### src/rtl/progmem_pkg.sv
// Shared definitions for the program-ROM prefetch buffer: FSM encoding,
// ROM window constants and the default ROM size.
package progmem_pkg;

  typedef enum logic [1:0] {
    ST_IDLE     = 2'd0,
    ST_FETCH    = 2'd1,
    ST_GAP      = 2'd2,
    ST_PREFETCH = 2'd3
  } pf_state_t;

  localparam logic [31:0] ROM_BASE          = 32'h0010_0000;
  localparam logic [31:0] ROM_MASK          = 32'h0010_0000;
  localparam int unsigned MEM_SIZE_BITS_DEF = 10;

  function automatic logic [29:0] next_word(input logic [29:0] word);
    return word + 30'd1;
  endfunction

endpackage

### src/rtl/progmem_prefetch.sv
// Single-entry sequential instruction prefetch buffer between the CPU native
// memory bus and a one-cycle program ROM that needs a valid-low gap between requests.
module progmem_prefetch
  import progmem_pkg::*;
#(
  parameter int unsigned MEM_SIZE_BITS = MEM_SIZE_BITS_DEF
) (
  input  logic        clk,
  input  logic        rstn,
  input  logic        s_valid,
  input  logic        s_instr,
  input  logic [31:0] s_addr,
  output logic        s_ready,
  output logic [31:0] s_rdata,
  output logic        m_valid,
  output logic [31:0] m_addr,
  input  logic        m_ready,
  input  logic [31:0] m_rdata
);

  pf_state_t   state_r;
  logic        buf_valid_r;
  logic [29:0] buf_addr_r;
  logic [31:0] buf_data_r;
  logic [29:0] pf_addr_r;

  logic [29:0] req_word_s;
  logic        hit_s;
  logic        last_s;
  logic        pf_match_s;
  logic        unused_s;

  assign req_word_s = s_addr[31:2];
  assign hit_s      = s_valid & s_instr & buf_valid_r & (req_word_s == buf_addr_r);
  assign last_s     = &s_addr[MEM_SIZE_BITS+1:2];
  assign pf_match_s = s_valid & s_instr & (req_word_s == pf_addr_r);
  assign unused_s   = ^s_addr[1:0];

  // CPU-side response: buffer hit in IDLE, ROM pass-through while a request is out
  always_comb begin
    s_ready = 1'b0;
    s_rdata = buf_data_r;
    case (state_r)
      ST_IDLE: begin
        s_ready = hit_s;
        s_rdata = buf_data_r;
      end
      ST_FETCH: begin
        s_ready = m_ready;
        s_rdata = m_rdata;
      end
      ST_GAP: begin
        s_ready = 1'b0;
        s_rdata = buf_data_r;
      end
      ST_PREFETCH: begin
        s_ready = m_ready & pf_match_s;
        s_rdata = m_rdata;
      end
      default: begin
        s_ready = 1'b0;
        s_rdata = buf_data_r;
      end
    endcase
  end

  // Control FSM, ROM request registers and the one-word buffer
  always_ff @(posedge clk or negedge rstn) begin
    if (!rstn) begin
      state_r     <= ST_IDLE;
      buf_valid_r <= 1'b0;
      buf_addr_r  <= 30'd0;
      buf_data_r  <= 32'd0;
      pf_addr_r   <= 30'd0;
      m_valid     <= 1'b0;
      m_addr      <= 32'd0;
    end else begin
      case (state_r)
        ST_IDLE: begin
          if (hit_s) begin
            buf_valid_r <= 1'b0;
            if (!last_s) begin
              pf_addr_r <= next_word(buf_addr_r);
              m_addr    <= {next_word(buf_addr_r), 2'b00};
              m_valid   <= 1'b1;
              state_r   <= ST_PREFETCH;
            end
          end else if (s_valid) begin
            m_addr  <= {req_word_s, 2'b00};
            m_valid <= 1'b1;
            state_r <= ST_FETCH;
          end
        end
        ST_FETCH: begin
          if (m_ready) begin
            m_valid <= 1'b0;
            if (s_instr && !last_s) begin
              pf_addr_r <= next_word(req_word_s);
              state_r   <= ST_GAP;
            end else begin
              state_r <= ST_IDLE;
            end
          end
        end
        ST_GAP: begin
          // ROM ready is its valid delayed, so one idle cycle must separate requests
          m_addr  <= {pf_addr_r, 2'b00};
          m_valid <= 1'b1;
          state_r <= ST_PREFETCH;
        end
        ST_PREFETCH: begin
          if (m_ready) begin
            m_valid <= 1'b0;
            if (pf_match_s) begin
              if (!last_s) begin
                pf_addr_r <= next_word(pf_addr_r);
                state_r   <= ST_GAP;
              end else begin
                state_r <= ST_IDLE;
              end
            end else begin
              buf_addr_r  <= pf_addr_r;
              buf_data_r  <= m_rdata;
              buf_valid_r <= 1'b1;
              state_r     <= ST_IDLE;
            end
          end
        end
        default: begin
          m_valid <= 1'b0;
          state_r <= ST_IDLE;
        end
      endcase
    end
  end

endmodule

### config.mk
export PLATFORM = sky130hd
export DESIGN_NAME = progmem_prefetch
export DESIGN_NICKNAME = d
export VERILOG_FILES = /design/src/rtl/progmem_pkg.sv /design/src/rtl/progmem_prefetch.sv
export SDC_FILE = /design/constraint.sdc
export NUM_CORES = 1
export LEC_CHECK = 0
export BUFFER_PORTS_ARGS = -buffer_cell sky130_fd_sc_hd__buf_2
export CAP_MARGIN = 15
export CORE_MARGIN = 1.5
export CORE_UTILIZATION = 53
export DETAILED_ROUTE_END_ITERATION = 6
export MAX_ROUTING_LAYER = met4
export PLACE_DENSITY = 0.82
export SLEW_MARGIN = 20
export SYNTH_ARGS = -nofsm -noshare
export SYNTH_HDL_FRONTEND = slang
export SYNTH_SLANG_ARGS = --single-unit
### constraint.sdc
create_clock -name clk -period 3.7 [get_ports clk]
set_clock_uncertainty 0.1 [all_clocks]
set_input_delay 0.555 -clock clk [delete_from_list [all_inputs] [get_ports clk]]
set_output_delay 0.555 -clock clk [all_outputs]
set_load 0.01 [all_outputs]
==> flow_summary.json, run 1 <==
{
  "min_period_over_period_pct": 94.87,
  "pin_count": 135,
  "met2_usage_pct": 43.64,
  "irDropWorstVdd_v": 0.0005275,
  "cts_tree": "built",
  "grt_pass1_vias": 7278,
  "async_flop_share_pct": 100.0,
  "worstHoldPathType": "input port to async pin",
  "crit_arrival_ns": 2.86,
  "yosysUniqueCellTypes": 65,
  "n_antenna_cell": 0,
  "status": "completed",
  "syn_to_final_growth_pct": 17.31,
  "cts_setup_buffers": 0,
  "root_buffer": "clkbuf_16",
  "die_h_um": 131.0,
  "layout_commonest_cell": "nand2_1",
  "r2r_cells": 10,
  "start_util_pct": 54.50,
  "ys_ff_latch": 126,
  "synth_area_leaders": "dfrtp_1, mux2_2, nand2_1, xor2_1, mux2i_1",
  "power_density_nw_per_um2": 866.9,
  "grt_max_degree": 65,
  "fin_area_sq_um": 10190,
  "num_rows": 46,
  "coreArea_sq_um": 15940,
  "synthFlopType": "dfrtp_1",
  "use_met1_pct": 40.48,
  "final_cell_mix": "nand2_1, buf_2, dfrtp_1",
  "route.detailed.drc": 0,
  "synth_top_family_by_area": "multiplexers",
  "drive_gt1_share_pct": 24.49,
  "slew_viol_final": 0,
  "holdBufCountCts": 0,
  "finish.utilization_pct": 63.93,
  "pwr-share-seq_pct": 31.4,
  "route.vias.total": 7745,
  "antenna_found_initial": 0,
  "cap_violations": 0,
  "cts_buffer_depth": 2,
  "die_w_um": 131.0,
  "synthSimpleGateAreaFrac_pct": 17.96,
  "clk_latency_ns": 0.43,
  "nets": 1137,
  "critPathRequiredTime_ns": 3.04,
  "fin_crit_ns": 3.510,
  "viasPerCell": 6.004,
  "wl_mm": 24.06,
  "place_ws_ns": 0.2284,
  "p_sw_mw": 3.719,
  "synth_compound_area_share_pct": 9.519,
  "avgSynthCellArea_sq_um": 9.003,
  "setup_tns_ns": 0,
  "cts_made_buffers": 17,
  "combPwrFrac_pct": 47.8,
  "post_dp_cell_area_sq_um": 9554,
  "cts_num_sinks": 126,
  "clock_power_share_pct": 20.8,
  "max_slew.worst_pin.slew_ns": 0.8531,
  "end_kind": "output port",
  "dr.first_iter.drc_count": 829,
  "gp_congestion": 0.9511,
  "top_usage_layer": "met2",
  "critPathMaxFanout": 32,
  "swShare_pct": 42.09,
  "regArea_sq_um": 3153,
  "ctsResizeCount": 0,
  "synth.area.mux_share_pct": 18.32,
  "yosys.area.top_type": "dfrtp_1",
  "drt-wirelength-per-cell_um": 18.65,
  "finalHoldViolations": 0,
  "grtUsageTotal_pct": 29.79,
  "crit_type": "flip-flop to output port",
  "timing.final.ws_setup_ns": 0.1896,
  "synth_cells": 965,
  "drtPass1Iterations": 6,
  "rsz0062_at_grt": "false",
  "netlist_area_sq_um": 8688,
  "synth-adder-area-share_pct": 0.8641,
  "p_int_mw": 5.117,
  "antenna_left": 0,
  "synth_top_area_share_pct": 36.29,
  "grt_pass1_wl_mm": 38.03,
  "synth_xor_area_share_pct": 12.50,
  "htree_levels": 4,
  "dieArea_sq_um": 17170,
  "yosys_warnings": 0,
  "start_kind": "flip-flop",
  "fillers": 1334,
  "hpwl_mm": 16.59,
  "relSlewSlack_pct": 43.13,
  "synth_seq_area_share_pct": 36.29,
  "multiInputGateArea_sq_um": 5177,
  "p_leak_nw": 4.473,
  "setup_viol": 0,
  "port_buffers": 130,
  "whs_ns": 0.1329,
  "cts.reportedPaths.clkPinSlew_ns": 0.05,
  "synth_enable_flop_cells": 0,
  "grtUsageMet3_pct": 6.474,
  "overflow": 0,
  "clock.fmax_ghz": 0.2849
}
## per-stage QoR
stage	instances	power, mW
after floorplan	966	5.559
after global placement	1259	6.785
after detailed placement	1259	6.929
after CTS	1290	8.809
after global routing	1290	9.434
final	1290	8.836
## synthesized netlist by cell type (all sizes together) (3+ instances only)
library cell and n:
nor4 16, a31oi 4, mux2i 51, nor2 33, xnor2 54, a211oi 6, o21ai 67, nand3 28
xor2 70, nand2 176, a22o 4, ha 6, a22oi 3, dfrtp 126, nand3b 5, mux2 96
and2 5, inv 13, o22a 4, nor3 12, and3 5, nor3b 5, and4 7, nand4 26
clkbuf 53, buf 28, a21oi 24
## final timing paths
path,startpoint,to,slack [ns]
max in group asynchronous,rstn,pf_addr_r[18]$_DFFE_PN0P_,2.53
setup / recovery,state_r[1]$_DFFE_PN0P_,s_rdata[13],0.19
hold / removal,rstn,m_addr[7]$_DFFE_PN0P_,0.13
min in group clk,m_rdata[2],buf_data_r[2]$_DFFE_PN0P_,0.27
setup reg to reg,state_r[1]$_DFFE_PN0P_,pf_addr_r[25]$_DFFE_PN0P_,0.30
hold reg to reg,m_addr[13]$_DFFE_PN0P_,m_addr[13]$_DFFE_PN0P_,0.37
## layer usage
| layer | up-vias | share of wire [%] |
|---|---|---|
| met2 | 410 | 46 |
| met4 | 0 | 2.1 |
| met3 | 57 | 8.9 |
| met5 | - | 0 |
| met1 | 3732 | 43 |
| li1 | 3546 | - |
## cell type report
| type | instances | share of cell area [%] |
|---|---|---|
| multi-input cells | 745 | 50.80 |
| flip-flops and latches | 126 | 30.94 |
| repair buffers | 158 | 8.839 |
| clock buffers | 21 | 4.419 |
| well taps | 216 | 2.652 |
| inverters | 14 | 0.5156 |
| clock inverters | 10 | 1.841 |
## power by group through the flow
stage | logic (mW) | registers [mW] | clock network, mW
floorplan | 3.00 | 2.56 | 0
global placement | 4.06 | 2.72 | 0
detailed placement | 4.17 | 2.76 | 0
CTS | 4.20 | 2.75 | 1.86
global route | 4.65 | 2.86 | 1.92
finish | 4.22 | 2.78 | 1.84
## sequential cells by signal, summed over array words and instances, names as in the netlist
signal and count:
state_r 2, buf_valid_r 1, pf_addr_r 30, m_addr 30, buf_addr_r 30, m_valid 1
buf_data_r 32
## cell families (layout without fill, tap and decap cells)
family                   after synthesis  in the layout
buffers and inverters                 95            203
flip-flops                           126            126
multiplexers                         147            147
AO/OA/AOI/OAI                        136            136
AND/OR/NAND/NOR                      330            330
other                                  1              2
XOR/XNOR                             124            124
adder cells (fa/ha/maj)                6              6
## critical path, cell delays in order, from the launching register on
cell,delay (ns)
dfrtp_1,0.40
ha_2,0.59
buf_4,0.33
clkinv_1,0.12
nand2_1,0.25
buf_4,0.39
nand2_1,0.11
nand2_1,0.09
buf_2,0.13
No activity file was read; power rests on OpenSTA's default activity.
==> run 2, diff against run 1 <==
--- a/config.mk
+++ b/config.mk
@@ -10,6 +10,7 @@
 export CORE_MARGIN = 1.5
 export CORE_UTILIZATION = 53
 export DETAILED_ROUTE_END_ITERATION = 6
+export GPL_TIMING_DRIVEN = 0
 export MAX_ROUTING_LAYER = met4
 export PLACE_DENSITY = 0.82
 export SLEW_MARGIN = 20
==> run 2 against run 1 <==
Against the previous run: the flow now finishes with violations (design-rule violations); cell count rose by 3.1%; count of clock-buffer cells in the layout fell by 2; final area rose by 1.2%; global-route usage rose by 4.3 points; largest cell class unchanged; clock power fell by 3%; non-clock buffer count rose by 41.
==> flow_summary.json, run 2 (same netlist as run 1, synthesis figures left out) <==
{
  "status": "finished with violations",
  "violations": "design-rule violations",
  "gp_congestion": 1.030,
  "nets": 1178,
  "cts_tree": "built",
  "hold_path_startpoint": "m_rdata[17]",
  "reg2reg_from": "state_r[0]$_DFFE_PN0P_",
  "grtUsageTotal_pct": 34.13,
  "final_cell_mix": "nand2_1, buf_2, dfrtp_1",
  "drive_gt1_share_pct": 23.25,
  "end_kind": "output port",
  "viasPerCell": 6.103,
  "routed.top_layer": "met4",
  "cpMaxStageDelayCell": "dfrtp_1",
  "dr.first_iter.drc_count": 1177,
  "pin_count": 135,
  "die_w_um": 131.0,
  "wl_met3_mm": 2.890,
  "clk_latency_ns": 0.44,
  "p_leak_nw": 4.509,
  "drt-wirelength-per-cell_um": 20.57,
  "antenna_found_initial": 0,
  "coreArea_sq_um": 15940,
  "port_buffers": 115,
  "relSlewSlack_pct": 41.81,
  "htree_levels": 4,
  "power_density_nw_per_um2": 884.9,
  "grt_pass1_vias": 7678,
  "finalHoldViolations": 0,
  "setup_tns_ns": 0,
  "cpPeakStageDelay_ns": 0.42,
  "setup_viol": 0,
  "fin_crit_ns": 3.626,
  "cts.reportedPaths.clkPinSlew_ns": 0.06,
  "dr_wl_met2_mm": 12.25,
  "irDropWorstVdd_v": 0.0004663,
  "clock.fmax_ghz": 0.2758,
  "path_cells": "ha_4 > buf_8 > clkinv_1 > nand2_2 > clkbuf_2 > buf_2 > nand2_1 > nand2_1 > buf_2",
  "dieArea_sq_um": 17170,
  "critPathRequiredTime_ns": 3.04,
  "start_util_pct": 54.50,
  "critPathMaxFanout": 19,
  "layout_commonest_cell": "nand2_1",
  "grt_max_degree": 72,
  "cts_num_sinks": 126,
  "timing.final.ws_setup_ns": 0.07404,
  "top_register": "buf_data_r",
  "route.detailed.drc": 1,
  "drtPass1Iterations": 7,
  "overflow": 0,
  "crit_type": "flip-flop to output port",
  "hpwl_mm": 19.51,
  "n_antenna_cell": 0,
  "max_slew.worst_pin.slew_ns": 0.8706,
  "critPathLaunch": "state_r[0]$_DFFE_PN0P_",
  "cts_made_buffers": 17,
  "largest_register_ffs": 32,
  "place_ws_ns": -1.226,
  "root_buffer": "clkbuf_16",
  "route.vias.total": 8117,
  "grt_pass1_wl_mm": 42.32,
  "num_rows": 46,
  "start_kind": "flip-flop",
  "crit_arrival_ns": 2.97,
  "syn_to_final_growth_pct": 18.75,
  "cts_buffer_depth": 2,
  "antenna_left": 0,
  "worstHoldPathType": "input port to flip-flop",
  "r2r_slack_ns": 0.14,
  "cap_violations": 0,
  "wl_met1_mm": 11.22,
  "wl_mm": 27.36,
  "slew_viol_final": 0,
  "die_h_um": 131.0,
  "min_period_over_period_pct": 98.00
}
## run 2: cell types whose count changed in the layout (fill, tap and decap cells not counted), sizes merged
cell         delta
clkinv          +2
bufinv          -1
clkbuf         +50
dlygate4sd3     +1
buf            -12
## run 2: power breakdown
part / internal [mW] / leakage [nW] / total (mW) / switching (mW)
logic: 1.91 / 2.68 / 4.72 / 2.81
registers: 2.05 / 1.54 / 2.63 / 0.581
clock network: 1.13 / 0.295 / 1.78 / 0.648
## run 2: path summary, 6_finish.rpt
| kind | endpoint | cells after the start |
|---|---|---|
| max | s_rdata[28] | 9 |
| min | buf_data_r[17]$_DFFE_PN0P_ | 2 |
| max reg2reg | pf_addr_r[25]$_DFFE_PN0P_ | 10 |
| min reg2reg | m_addr[12]$_DFFE_PN0P_ | 1 |
| max in group asynchronous | m_addr[19]$_DFFE_PN0P_ | 3 |
| min in group asynchronous | m_addr[31]$_DFFE_PN0P_ | 2 |
## run 2: metal layers
layer	track usage [%]	vias to the layer above
met3	7.614	91
met5	-	-
met4	14.67	0
li1	-	3632
met2	49.37	512
met1	45.99	3882
## run 2: final cells by class
cell class                      instances  area [sq um]
Fill cell                            1353          5625
Multi-Input combinational cell        745          5207
Sequential cell                       126          3154
Timing Repair Buffer                  119         638.1
Clock buffer                           19         442.9
Buffer                                 80         384.1
Tap cell                              216         270.3
Clock inverter                         11         167.7
Inverter                               14         52.55
## run 2: per-stage QoR
step	hold WS [ns]	area, sq um	cells	power, mW	util, %
global route	0.2596	10320	1330	9.680	64.72
floorplan	0.1594	8695	966	5.559	-
global placement	0.3634	9540	1297	7.018	59.84
finish	0.2561	10320	1330	9.130	64.72
detailed placement	0.3706	9592	1299	7.154	60.16
CTS	0.2569	10260	1330	8.997	64.38
## run 2: what timing repair did
item,CTS,global route
setup buffers,1,0
hold endpoints to repair,55,0
hold buffers,1,0
resized for setup,20,11
pin swaps,1,0
gates cloned,0,0
setup endpoints to repair,58,68
## run 2: critical path, delay by kind of cell (launching register included)
kind / cells / cell delay, ns
buffers and inverters: 5 / 1.35
AND/OR/NAND/NOR: 3 / 0.53
flip-flops: 1 / 0.42
adder cells (fa/ha/maj): 1 / 0.22
==> run 3, diff against run 2 <==
--- a/config.mk
+++ b/config.mk
@@ -11,8 +11,8 @@
 export CORE_UTILIZATION = 53
 export DETAILED_ROUTE_END_ITERATION = 6
 export GPL_TIMING_DRIVEN = 0
-export MAX_ROUTING_LAYER = met4
 export PLACE_DENSITY = 0.82
+export REMOVE_ABC_BUFFERS = 1
 export SLEW_MARGIN = 20
 export SYNTH_ARGS = -nofsm -noshare
 export SYNTH_HDL_FRONTEND = slang
==> run 3 against run 2 <==
Against the previous run: the flow now finishes without violations; worst hold slack improved by 0.014 ns; first-iteration DRC count fell by 19%; fmax rose by 1.3%; global-route usage fell by 4.4 points; utilization rose by 0.40 points; final area rose by 0.62%; count of clock-buffer cells in the layout rose by 2; largest power group unchanged.
==> flow_summary.json, run 3 (same netlist as run 1, synthesis figures left out) <==
{
  "grt_pass1_wl_mm": 39.10,
  "multiInputGateArea_sq_um": 5224,
  "finalHoldViolations": 0,
  "cpPeakStageDelay_ns": 0.65,
  "port_buffers": 130,
  "setup_viol": 0,
  "pin_count": 135,
  "worst_r2r_endpoint": "buf_data_r[10]$_DFFE_PN0P_",
  "start_util_pct": 54.50,
  "cts_num_sinks": 126,
  "holdPathStages": 2,
  "rsz0062_at_grt": "false",
  "p_total_mw": 9.176,
  "min_period_over_period_pct": 96.77,
  "cts_made_buffers": 17,
  "fin_crit_ns": 3.580,
  "final_cell_mix": "nand2_1, buf_2, dfrtp_1",
  "grt_max_degree": 87,
  "r2r_cells": 10,
  "cts_buffer_depth": 2,
  "root_buffer": "clkbuf_16",
  "viasPerCell": 6.012,
  "path_cells": "xor2_1 > nor4_1 > nand3_1 > nor4_4 > buf_6 > nand2_1 > o21ai_0 > buf_2",
  "worstHoldPathType": "input port to flip-flop",
  "status": "completed",
  "slew_viol_final": 0,
  "hold_path_startpoint": "m_rdata[23]",
  "antenna_left": 0,
  "cts.reportedPaths.clkPinSlew_ns": 0.06,
  "fin_area_sq_um": 10380,
  "die_h_um": 131.0,
  "num_rows": 46,
  "largest_register_ffs": 32,
  "grt_pass1_vias": 7485,
  "min_to": "buf_data_r[23]$_DFFE_PN0P_",
  "irDropWorstVdd_v": 0.0005421,
  "route.vias.total": 7731,
  "nets": 1131,
  "grtUsageTotal_pct": 29.73,
  "critPathTopFamily": "simple AND/OR/NAND/NOR gates",
  "dr.first_iter.drc_count": 957,
  "regArea_sq_um": 3153,
  "top_register": "buf_data_r",
  "r2r_slack_ns": 0.15,
  "critPathRequiredTime_ns": 3.04,
  "wl_mm": 24.56,
  "coreArea_sq_um": 15940,
  "dieArea_sq_um": 17170,
  "cap_violations": 0,
  "critPathMaxFanout": 10,
  "overflow": 0,
  "clock.fmax_ghz": 0.2793,
  "drtPass1Iterations": 5,
  "clk_latency_ns": 0.43,
  "crit_type": "flip-flop to output port",
  "drive_gt1_share_pct": 24.98,
  "power_density_nw_per_um2": 883.9,
  "hpwl_mm": 16.79,
  "gp_congestion": 0.9295,
  "relSlewSlack_pct": 41.69,
  "cts_tree": "built",
  "crit_arrival_ns": 2.93,
  "cpMaxStageDelayCell": "nor4_4",
  "syn_to_final_growth_pct": 19.48,
  "start_kind": "flip-flop",
  "crit_cells": 8,
  "post_dp_cell_area_sq_um": 9594,
  "route.detailed.drc": 0,
  "htree_levels": 4,
  "reg2reg_from": "pf_addr_r[7]$_DFFE_PN0P_",
  "max_slew.worst_pin.slew_ns": 0.8674,
  "die_w_um": 131.0,
  "layout_commonest_cell": "nand2_1",
  "path_buf_inv": 2,
  "antenna_found_initial": 1,
  "p_leak_nw": 4.538,
  "end_kind": "output port",
  "drt-wirelength-per-cell_um": 19.10,
  "fillers": 1305
}
## run 3: cell types whose count changed in the layout (fill, tap and decap cells not counted), sizes merged
| cell | change |
|---|---|
| bufinv | +3 |
| clkinvlp | -1 |
| clkinv | -2 |
| diode | +1 |
| buf | +5 |
| clkbuf | -50 |
## run 3: report_power, final
| part | total, mW | internal [mW] | switching (mW) |
|---|---|---|---|
| combinational | 4.36 | 1.93 | 2.44 |
| sequential | 2.77 | 2.05 | 0.724 |
| clock | 2.04 | 1.40 | 0.638 |
| total | 9.18 | 5.38 | 3.80 |
## run 3: layout make-up
type                            instances  area share [%]
Sequential cell                       126           30.37
Multi-Input combinational cell        745           50.32
Timing Repair Buffer                  152           9.293
Clock buffer                           21           4.628
Antenna cell                            1         0.02411
Tap cell                              216           2.603
Clock inverter                         11           2.242
Inverter                               14          0.5183
## run 3: per-stage QoR
step / hold slack (ns) / cells / utilization [%] / setup TNS (ns) / worst slack, ns
floorplan: 0.1594 / 885 / - / -136.81 / -1.663
global placement: 0.3649 / 1231 / 58.17 / -460.89 / -4.269
detailed placement: 0.3628 / 1247 / 60.18 / -7.223 / -0.4100
CTS: 0.2623 / 1282 / 64.93 / 0 / 0.04177
global route: 0.2695 / 1285 / 65.10 / 0 / 0.01435
finish: 0.2704 / 1286 / 65.12 / 0 / 0.1196
## run 3: how the worst max path moves through the flow
stage	startpoint	end	slack, ns
finish	buf_addr_r[8]$_DFFE_PN0P_	s_ready	0.12
global route	buf_addr_r[2]$_DFFE_PN0P_	s_ready	0.01
CTS	state_r[1]$_DFFE_PN0P_	pf_addr_r[25]$_DFFE_PN0P_	0.04
detailed placement	state_r[1]$_DFFE_PN0P_	pf_addr_r[25]$_DFFE_PN0P_	-0.41
global placement	state_r[1]$_DFFE_PN0P_	pf_addr_r[5]$_DFFE_PN0P_	-4.27
floorplan	state_r[1]$_DFFE_PN0P_	pf_addr_r[5]$_DFFE_PN0P_	-1.66
## run 3: per-layer routing
| layer | vias to the layer above | share of wire (%) | global-route usage (%) | wire length (um) |
|---|---|---|---|---|
| li1 | 3527 | - | - | - |
| met1 | 3726 | 41 | 38.12 | 10100 |
| met2 | 406 | 46 | 46.29 | 11320 |
| met3 | 72 | 9.6 | 8.876 | 2352 |
| met4 | 0 | 3.2 | 13.83 | 781 |
| met5 | - | 0 | 0 | 0 |
## run 3: timing repair
action                     in CTS  in global routing
resized for setup               4                  1
cloned                          0                  0
setup endpoints to repair      50                 35
setup buffers                   2                  3
hold endpoints to repair       40                  0
hold buffers                    1                  0
pin swaps                       2                  3
## run 3: worst register-to-register path: stages, from the launching register on
cell and delay [ns]:
dfrtp_1 0.51, xor2_1 0.20, nor4_1 0.41, nand4_1 0.16, nor4_2 0.65, nand3b_1 0.24, buf_6 0.20, buf_6 0.22
buf_6 0.22, buf_8 0.18, mux2_2 0.34
